===== src/rtl/tc_checker_pkg.sv =====
// Shared constants for the stream checker.
// Contents: pattern mode codes, checker FSM state encoding and the
// maximal-length LFSR tap table (bit p-1 set for polynomial term x^p).
package tc_checker_pkg;

  localparam logic [1:0] TC_MODE_INCR  = 2'd0;
  localparam logic [1:0] TC_MODE_LFSR  = 2'd1;
  localparam logic [1:0] TC_MODE_WALK  = 2'd2;
  localparam logic [1:0] TC_MODE_CONST = 2'd3;

  localparam logic [1:0] ST_IDLE  = 2'd0;
  localparam logic [1:0] ST_RUN   = 2'd1;
  localparam logic [1:0] ST_DRAIN = 2'd2;
  localparam logic [1:0] ST_FIN   = 2'd3;

  // Single tap bit for polynomial term x^p.
  function automatic logic [63:0] tp(input int unsigned p);
    return 64'(1) << (p - 32'd1);
  endfunction

  // Tap mask for a maximal-length Fibonacci LFSR of the given width (2..64).
  function automatic logic [63:0] lfsr_taps(input int unsigned width);
    logic [63:0] t;
    t = '0;
    case (width)
      2:  t = tp(2)  | tp(1);
      3:  t = tp(3)  | tp(2);
      4:  t = tp(4)  | tp(3);
      5:  t = tp(5)  | tp(3);
      6:  t = tp(6)  | tp(5);
      7:  t = tp(7)  | tp(6);
      8:  t = tp(8)  | tp(6)  | tp(5)  | tp(4);
      9:  t = tp(9)  | tp(5);
      10: t = tp(10) | tp(7);
      11: t = tp(11) | tp(9);
      12: t = tp(12) | tp(6)  | tp(4)  | tp(1);
      13: t = tp(13) | tp(4)  | tp(3)  | tp(1);
      14: t = tp(14) | tp(5)  | tp(3)  | tp(1);
      15: t = tp(15) | tp(14);
      16: t = tp(16) | tp(15) | tp(13) | tp(4);
      17: t = tp(17) | tp(14);
      18: t = tp(18) | tp(11);
      19: t = tp(19) | tp(6)  | tp(2)  | tp(1);
      20: t = tp(20) | tp(17);
      21: t = tp(21) | tp(19);
      22: t = tp(22) | tp(21);
      23: t = tp(23) | tp(18);
      24: t = tp(24) | tp(23) | tp(22) | tp(17);
      25: t = tp(25) | tp(22);
      26: t = tp(26) | tp(6)  | tp(2)  | tp(1);
      27: t = tp(27) | tp(5)  | tp(2)  | tp(1);
      28: t = tp(28) | tp(25);
      29: t = tp(29) | tp(27);
      30: t = tp(30) | tp(6)  | tp(4)  | tp(1);
      31: t = tp(31) | tp(28);
      32: t = tp(32) | tp(22) | tp(2)  | tp(1);
      33: t = tp(33) | tp(20);
      34: t = tp(34) | tp(27) | tp(2)  | tp(1);
      35: t = tp(35) | tp(33);
      36: t = tp(36) | tp(25);
      37: t = tp(37) | tp(5)  | tp(4)  | tp(3) | tp(2) | tp(1);
      38: t = tp(38) | tp(6)  | tp(5)  | tp(1);
      39: t = tp(39) | tp(35);
      40: t = tp(40) | tp(38) | tp(21) | tp(19);
      41: t = tp(41) | tp(38);
      42: t = tp(42) | tp(41) | tp(20) | tp(19);
      43: t = tp(43) | tp(42) | tp(38) | tp(37);
      44: t = tp(44) | tp(43) | tp(18) | tp(17);
      45: t = tp(45) | tp(44) | tp(42) | tp(41);
      46: t = tp(46) | tp(45) | tp(26) | tp(25);
      47: t = tp(47) | tp(42);
      48: t = tp(48) | tp(47) | tp(21) | tp(20);
      49: t = tp(49) | tp(40);
      50: t = tp(50) | tp(49) | tp(24) | tp(23);
      51: t = tp(51) | tp(50) | tp(36) | tp(35);
      52: t = tp(52) | tp(49);
      53: t = tp(53) | tp(52) | tp(38) | tp(37);
      54: t = tp(54) | tp(53) | tp(18) | tp(17);
      55: t = tp(55) | tp(31);
      56: t = tp(56) | tp(55) | tp(35) | tp(34);
      57: t = tp(57) | tp(50);
      58: t = tp(58) | tp(39);
      59: t = tp(59) | tp(58) | tp(38) | tp(37);
      60: t = tp(60) | tp(59);
      61: t = tp(61) | tp(60) | tp(46) | tp(45);
      62: t = tp(62) | tp(61) | tp(6)  | tp(5);
      63: t = tp(63) | tp(62);
      64: t = tp(64) | tp(63) | tp(61) | tp(60);
      default: t = '0;
    endcase
    return t;
  endfunction

endpackage


===== src/rtl/tc_pattern_gen.sv =====
// Pattern generator: produces beat k of the selected pattern; load restarts
// at beat 0, advance steps to the next beat.
// Ports: clk, rst (sync, active-high), load, advance, mode[1:0], data[DATA_W-1:0].
module tc_pattern_gen
  import tc_checker_pkg::*;
#(
  parameter int unsigned DATA_W = 8,
  parameter logic [63:0] SEED   = 64'd1
) (
  input  logic              clk,
  input  logic              rst,
  input  logic              load,
  input  logic              advance,
  input  logic [1:0]        mode,
  output logic [DATA_W-1:0] data
);

  localparam logic [63:0]       TAPS_FULL = lfsr_taps(DATA_W);
  localparam logic [DATA_W-1:0] TAPS      = TAPS_FULL[DATA_W-1:0];
  localparam logic [DATA_W-1:0] SEED_W    = SEED[DATA_W-1:0];
  // An all-zero LFSR would lock up, so a zero seed starts from 1.
  localparam logic [DATA_W-1:0] LFSR_SEED = (SEED_W == '0) ? DATA_W'(1) : SEED_W;
  localparam int unsigned       WALK_POS  = 32'(SEED % 64'(DATA_W));
  localparam logic [DATA_W-1:0] WALK_SEED = DATA_W'(1) << WALK_POS;

  logic [DATA_W-1:0] pat_q, pat_d;

  // Next pattern value: reload, step or hold.
  always_comb begin
    pat_d = pat_q;
    if (load) begin
      case (mode)
        TC_MODE_INCR: pat_d = SEED_W;
        TC_MODE_LFSR: pat_d = LFSR_SEED;
        TC_MODE_WALK: pat_d = WALK_SEED;
        default:      pat_d = SEED_W;
      endcase
    end else if (advance) begin
      case (mode)
        TC_MODE_INCR: pat_d = pat_q + DATA_W'(1);
        TC_MODE_LFSR: pat_d = {pat_q[DATA_W-2:0], ^(pat_q & TAPS)};
        TC_MODE_WALK: pat_d = {pat_q[DATA_W-2:0], pat_q[DATA_W-1]};
        default:      pat_d = pat_q;
      endcase
    end
  end

  // Pattern register.
  always_ff @(posedge clk) begin
    if (rst) pat_q <= '0;
    else     pat_q <= pat_d;
  end

  assign data = pat_q;

endmodule


===== config.mk =====
export PLATFORM = sky130hd
export DESIGN_NAME = tc_pattern_gen
export DESIGN_NICKNAME = d
export VERILOG_FILES = /design/src/rtl/tc_checker_pkg.sv /design/src/rtl/tc_pattern_gen.sv
export SDC_FILE = /design/constraint.sdc
export NUM_CORES = 1
export LEC_CHECK = 0
export ABC_AREA = 1
export BUFFER_PORTS_ARGS = -buffer_cell sky130_fd_sc_hd__buf_2
export CORE_AREA = 5 5 42 44
export CTS_BUF_LIST = sky130_fd_sc_hd__clkbuf_8
export DETAILED_ROUTE_END_ITERATION = 7
export DIE_AREA = 0 0 47 49
export PLACE_DENSITY_LB_ADDON = 0.2
export SLEW_MARGIN = 20
export SYNTH_ARGS = -nofsm -noshare
export SYNTH_HDL_FRONTEND = slang
export SYNTH_SLANG_ARGS = --single-unit
export TNS_END_PERCENT = 30

===== constraint.sdc =====
create_clock -name clk -period 2.5 [get_ports clk]
set_clock_uncertainty 0.05 [all_clocks]
set_input_delay 0 -clock clk [delete_from_list [all_inputs] [get_ports clk]]
set_output_delay 0 -clock clk [all_outputs]
set_load 0.01 [all_outputs]

* Yosys cells after proc, flatten, opt, wreduce, memory -nomap -nowiden
Cells that the tools add are included.
Word-level totals: logic and storage cells 13, bits in registers 8, input bits 6
Operators by class: eq/ne operators 2, add/subtract/negate cells 1, reductions and logical operators 5, mux-type cells 4
Operators with widths (count):
- $pmux W8 S3 | 1
- $mux W8 | 2
- $add A8 B1 Y8 const B | 1
- $reduce_xor A8 Y1 | 1
- $reduce_bool A4 Y1 | 1
- $eq A2 B1 Y1 const B | 1
- $eq A2 B2 Y1 const B | 1
- $logic_not A2 Y1 | 1
- $mux W2 | 1
- $reduce_and A2 Y1 | 1
- $reduce_bool A2 Y1 | 1

* Depth between registers and ports, before layout
word-level depth 4, mapped depth 9, mapped depth without buffers 9

* Least setup slack after synthesis
Ideal clock, no wire load.
kind register -> register, from register pat_q[0], in the netlist data[0], to register pat_q[6], in the netlist data[6], cell stages (with the launch flop) 7, setup slack 1.181 ns, required time 2.317 ns, setup time 0.133 ns, data arrival time 1.136 ns, clock period less this slack 1.319 ns, path buffers 0, cell sequence dfxtp_1 -> ha_1 -> nand3_1 -> o21ai_0 -> nand3_1 -> nand2_1 -> a21oi_1
Between the ends: word-level cells in the longest chain between the ends 4
Ends and longest elaborated chain:
- start: declaration | line tc_pattern_gen.sv:26 | logic [DATA_W-1:0] pat_q, pat_d;
- start signal: assignment | line tc_pattern_gen.sv:51 | else pat_q <= pat_d;
- $add A8 B1 Y8 | line tc_pattern_gen.sv:40 | TC_MODE_INCR: pat_d = pat_q + DATA_W'(1);
- $pmux W8 S3 | line tc_pattern_gen.sv:39 | case (mode)
- $mux W8 | line tc_pattern_gen.sv:38 | end else if (advance) begin
- $mux W8 | line tc_pattern_gen.sv:31 | if (load) begin
Every way passes these cells. The select of a mux whose other input is x is not followed. A chain may end at the register's enable or synchronous reset.

* Final worst setup path
from register pat_q[0], in the netlist data[0], to register pat_q[4], in the netlist data[4]
Same word-level chain as after synthesis.

==> flow_summary.yaml <==
status:
  status: "finished, final reports clean"
clock_network:
  cts-root-buf: "clkbuf_8"
  clockBufferDepth: 2
  cts_hold_buf: 1
  cts_tree: "done"
  htree_levels: 1
  clock_latency_ns: 0.23
  cts_setup_buffers: 0
  postCtsResizedCells: 0
  clock-sinks: 8
  clk_pin_slew_worst_paths_ns: 0.04
  cts_buffers: 3
drt:
  drt_iter0_drc: 11
  viasPerCell: 5.141
  vias: 730
  firstDrtPassIters: 4
  drt_wl_total_um: 1614
  drc_errors: 0
  routedWlPerCell_um: 11.37
  ant_nets: 0
final_layout:
  seq_area_um2: 160.2
  layout_common_cells: "nand2_1, inv_1, a21oi_1, buf_2, nand3_1"
  multi_input_area_um2: 454.2
  antenna_cells: 0
  drive_gt1_frac: 0.2063
  instances_no_fill: 142
  syn_to_final_growth_pct: 17.70
  final_common_cell: "nand2_1"
  largest_reg_flops: 8
  fin_nets: 139
  nFillCells: 151
power:
  power.leakage_nw: 0.3721
  power_density_mw_per_mm2: 464.3
  vdd_ir_drop_max_mv: 0.3036
critical_path:
  required_ns: 2.56
  worst_ep_arrival_time_ns: 1.49
  critical_path.endpoint_type: "register"
  path_max_fanout: 8
  critPathLaunchType: "register"
  crit_type: "reg2reg"
global_route:
  gr-total-overflow: 0
  grt_usage: 0.1616
  grt_pass1_vias: 654
  antenna_found_initial: 0
  grt_max_degree: 13
  grt_pass1_wl_um: 2718
synth:
  yosysTopAreaCell: "dfxtp_1"
  yosysSeqAreaShare: 0.2336
  ys_warn_count: 0
  ys_ff_latch: 8
  syn-cell-area_um2: 685.7
  synth_top_area_frac: 0.2336
  ys_types: 19
  syn_area_per_cell_um2: 6.177
  ys_top_cells_by_area: "dfxtp_1, nand2_1, a21oi_1, ha_1, inv_1"
  syn_nets: 122
  synthCells: 111
timing:
  worstMarginPinSlew_ns: 0.2968
  final-hold-violation-count: 0
  clock.fmax_mhz: 701.1
  rsz0062_at_grt: "false"
  setup_tns_ns: 0
  setup_violations: 0
  finalWorstPathRequiredPeriod_ns: 1.426
  final_max_slew_viol_count: 0
  timing.final.crit_share: 0.5705
  slew_headroom: 0.8019
floorplan:
  io_pins: 14
  initial_utilization: 0.4893
  die_h_um: 49
  die_x_um: 47
  fp-row-count: 14
  design.die.area_mm2: 0.002303
  coreArea_mm2: 0.001401
min_path:
  hold_path.class: "in2reg"
placed_design:
  dp.cells: 138
  post-dp-hpwl_um: 1245
  gp_congestion: 0.8398
  place.port_buffers: 13
run:
  max_cap_viol_count: 0
==> report_power, final <==
part / switching [W] / internal, W / leakage, nW / total, W
logic: 0.0000476 / 0.0000296 / 0.285 / 0.0000772
clock network: 0.0000514 / 0.000104 / 0.0216 / 0.000156
registers: 0.00000867 / 0.000133 / 0.0651 / 0.000142
==> per-layer routing <==
| layer | part of all wire | track usage |
|---|---|---|
| met1 | 0.44 | 0.1814 |
| met2 | 0.48 | 0.2715 |
| met3 | 0.061 | 0.05535 |
| met4 | 0.017 | 0.05530 |
| met5 | 0 | 0 |
==> critical path, stage by stage (launching register included) <==
cell and delay, ns:
dfxtp_1 0.48, ha_1 0.25, nand3_1 0.13, xnor2_1 0.17
o21ai_1 0.15, a21oi_1 0.08
==> stage by stage <==
step / util / setup WS (ns) / hold slack, ns / instance area, µm² / total power, W
floorplan: - / 1.181 / 0.1343 / 685.7 / 0.0002016
global placement: 0.5393 / 1.111 / 0.2455 / 755.7 / 0.0002184
detailed placement: 0.5393 / 1.093 / 0.2411 / 755.7 / 0.0002199
CTS: 0.5759 / 1.073 / 0.05575 / 807.0 / 0.0003801
global route: 0.5759 / 0.9251 / 0.09157 / 807.0 / 0.0003990
finish: 0.5759 / 1.074 / 0.05786 / 807.0 / 0.0003747
==> layout make-up <==
type / instances / area share
clock buffer: 3 / 0.05116
tap: 16 / 0.02481
multi-input combinational: 86 / 0.5628
sequential: 8 / 0.1985
timing repair buffer: 14 / 0.09302
inverter: 15 / 0.06977
==> cells by family (layout without fill, tap and decap cells) <==
family	count (synthesis)	count (layout)	synth area share
compound gates	21	21	0.1843
xor+xnor	1	1	0.01278
fa+ha+maj	5	5	0.09124
buf+inv	17	32	0.1040
flops	8	8	0.2336
simple gates	59	59	0.3741
==> synth_stat cells <==
cell type,number
inv_1,14
a21oi_2,3
buf_6,1
nand2_2,1
o21ai_1,1
nor2_4,1
dfxtp_1,8
buf_1,1
nand2_1,35
ha_1,5
o21a_4,1
a21oi_1,13
nand3_1,10
o21ai_0,3
nand2_4,1
xnor2_1,1
nor2_1,9
inv_2,1
nor2_2,2
==> worst paths after layout <==
kind / startpoint / to / slack [ns] / cells after the start
worst min-delay path: load / data[6] / 0.06 / 4
worst min register to register: data[6] / data[6] / 0.50 / 2
worst max-delay path: data[0] / data[4] / 1.07 / 5
worst max register to register: data[0] / data[4] / 1.07 / 5
No activity file was read; power rests on OpenSTA's default activity.
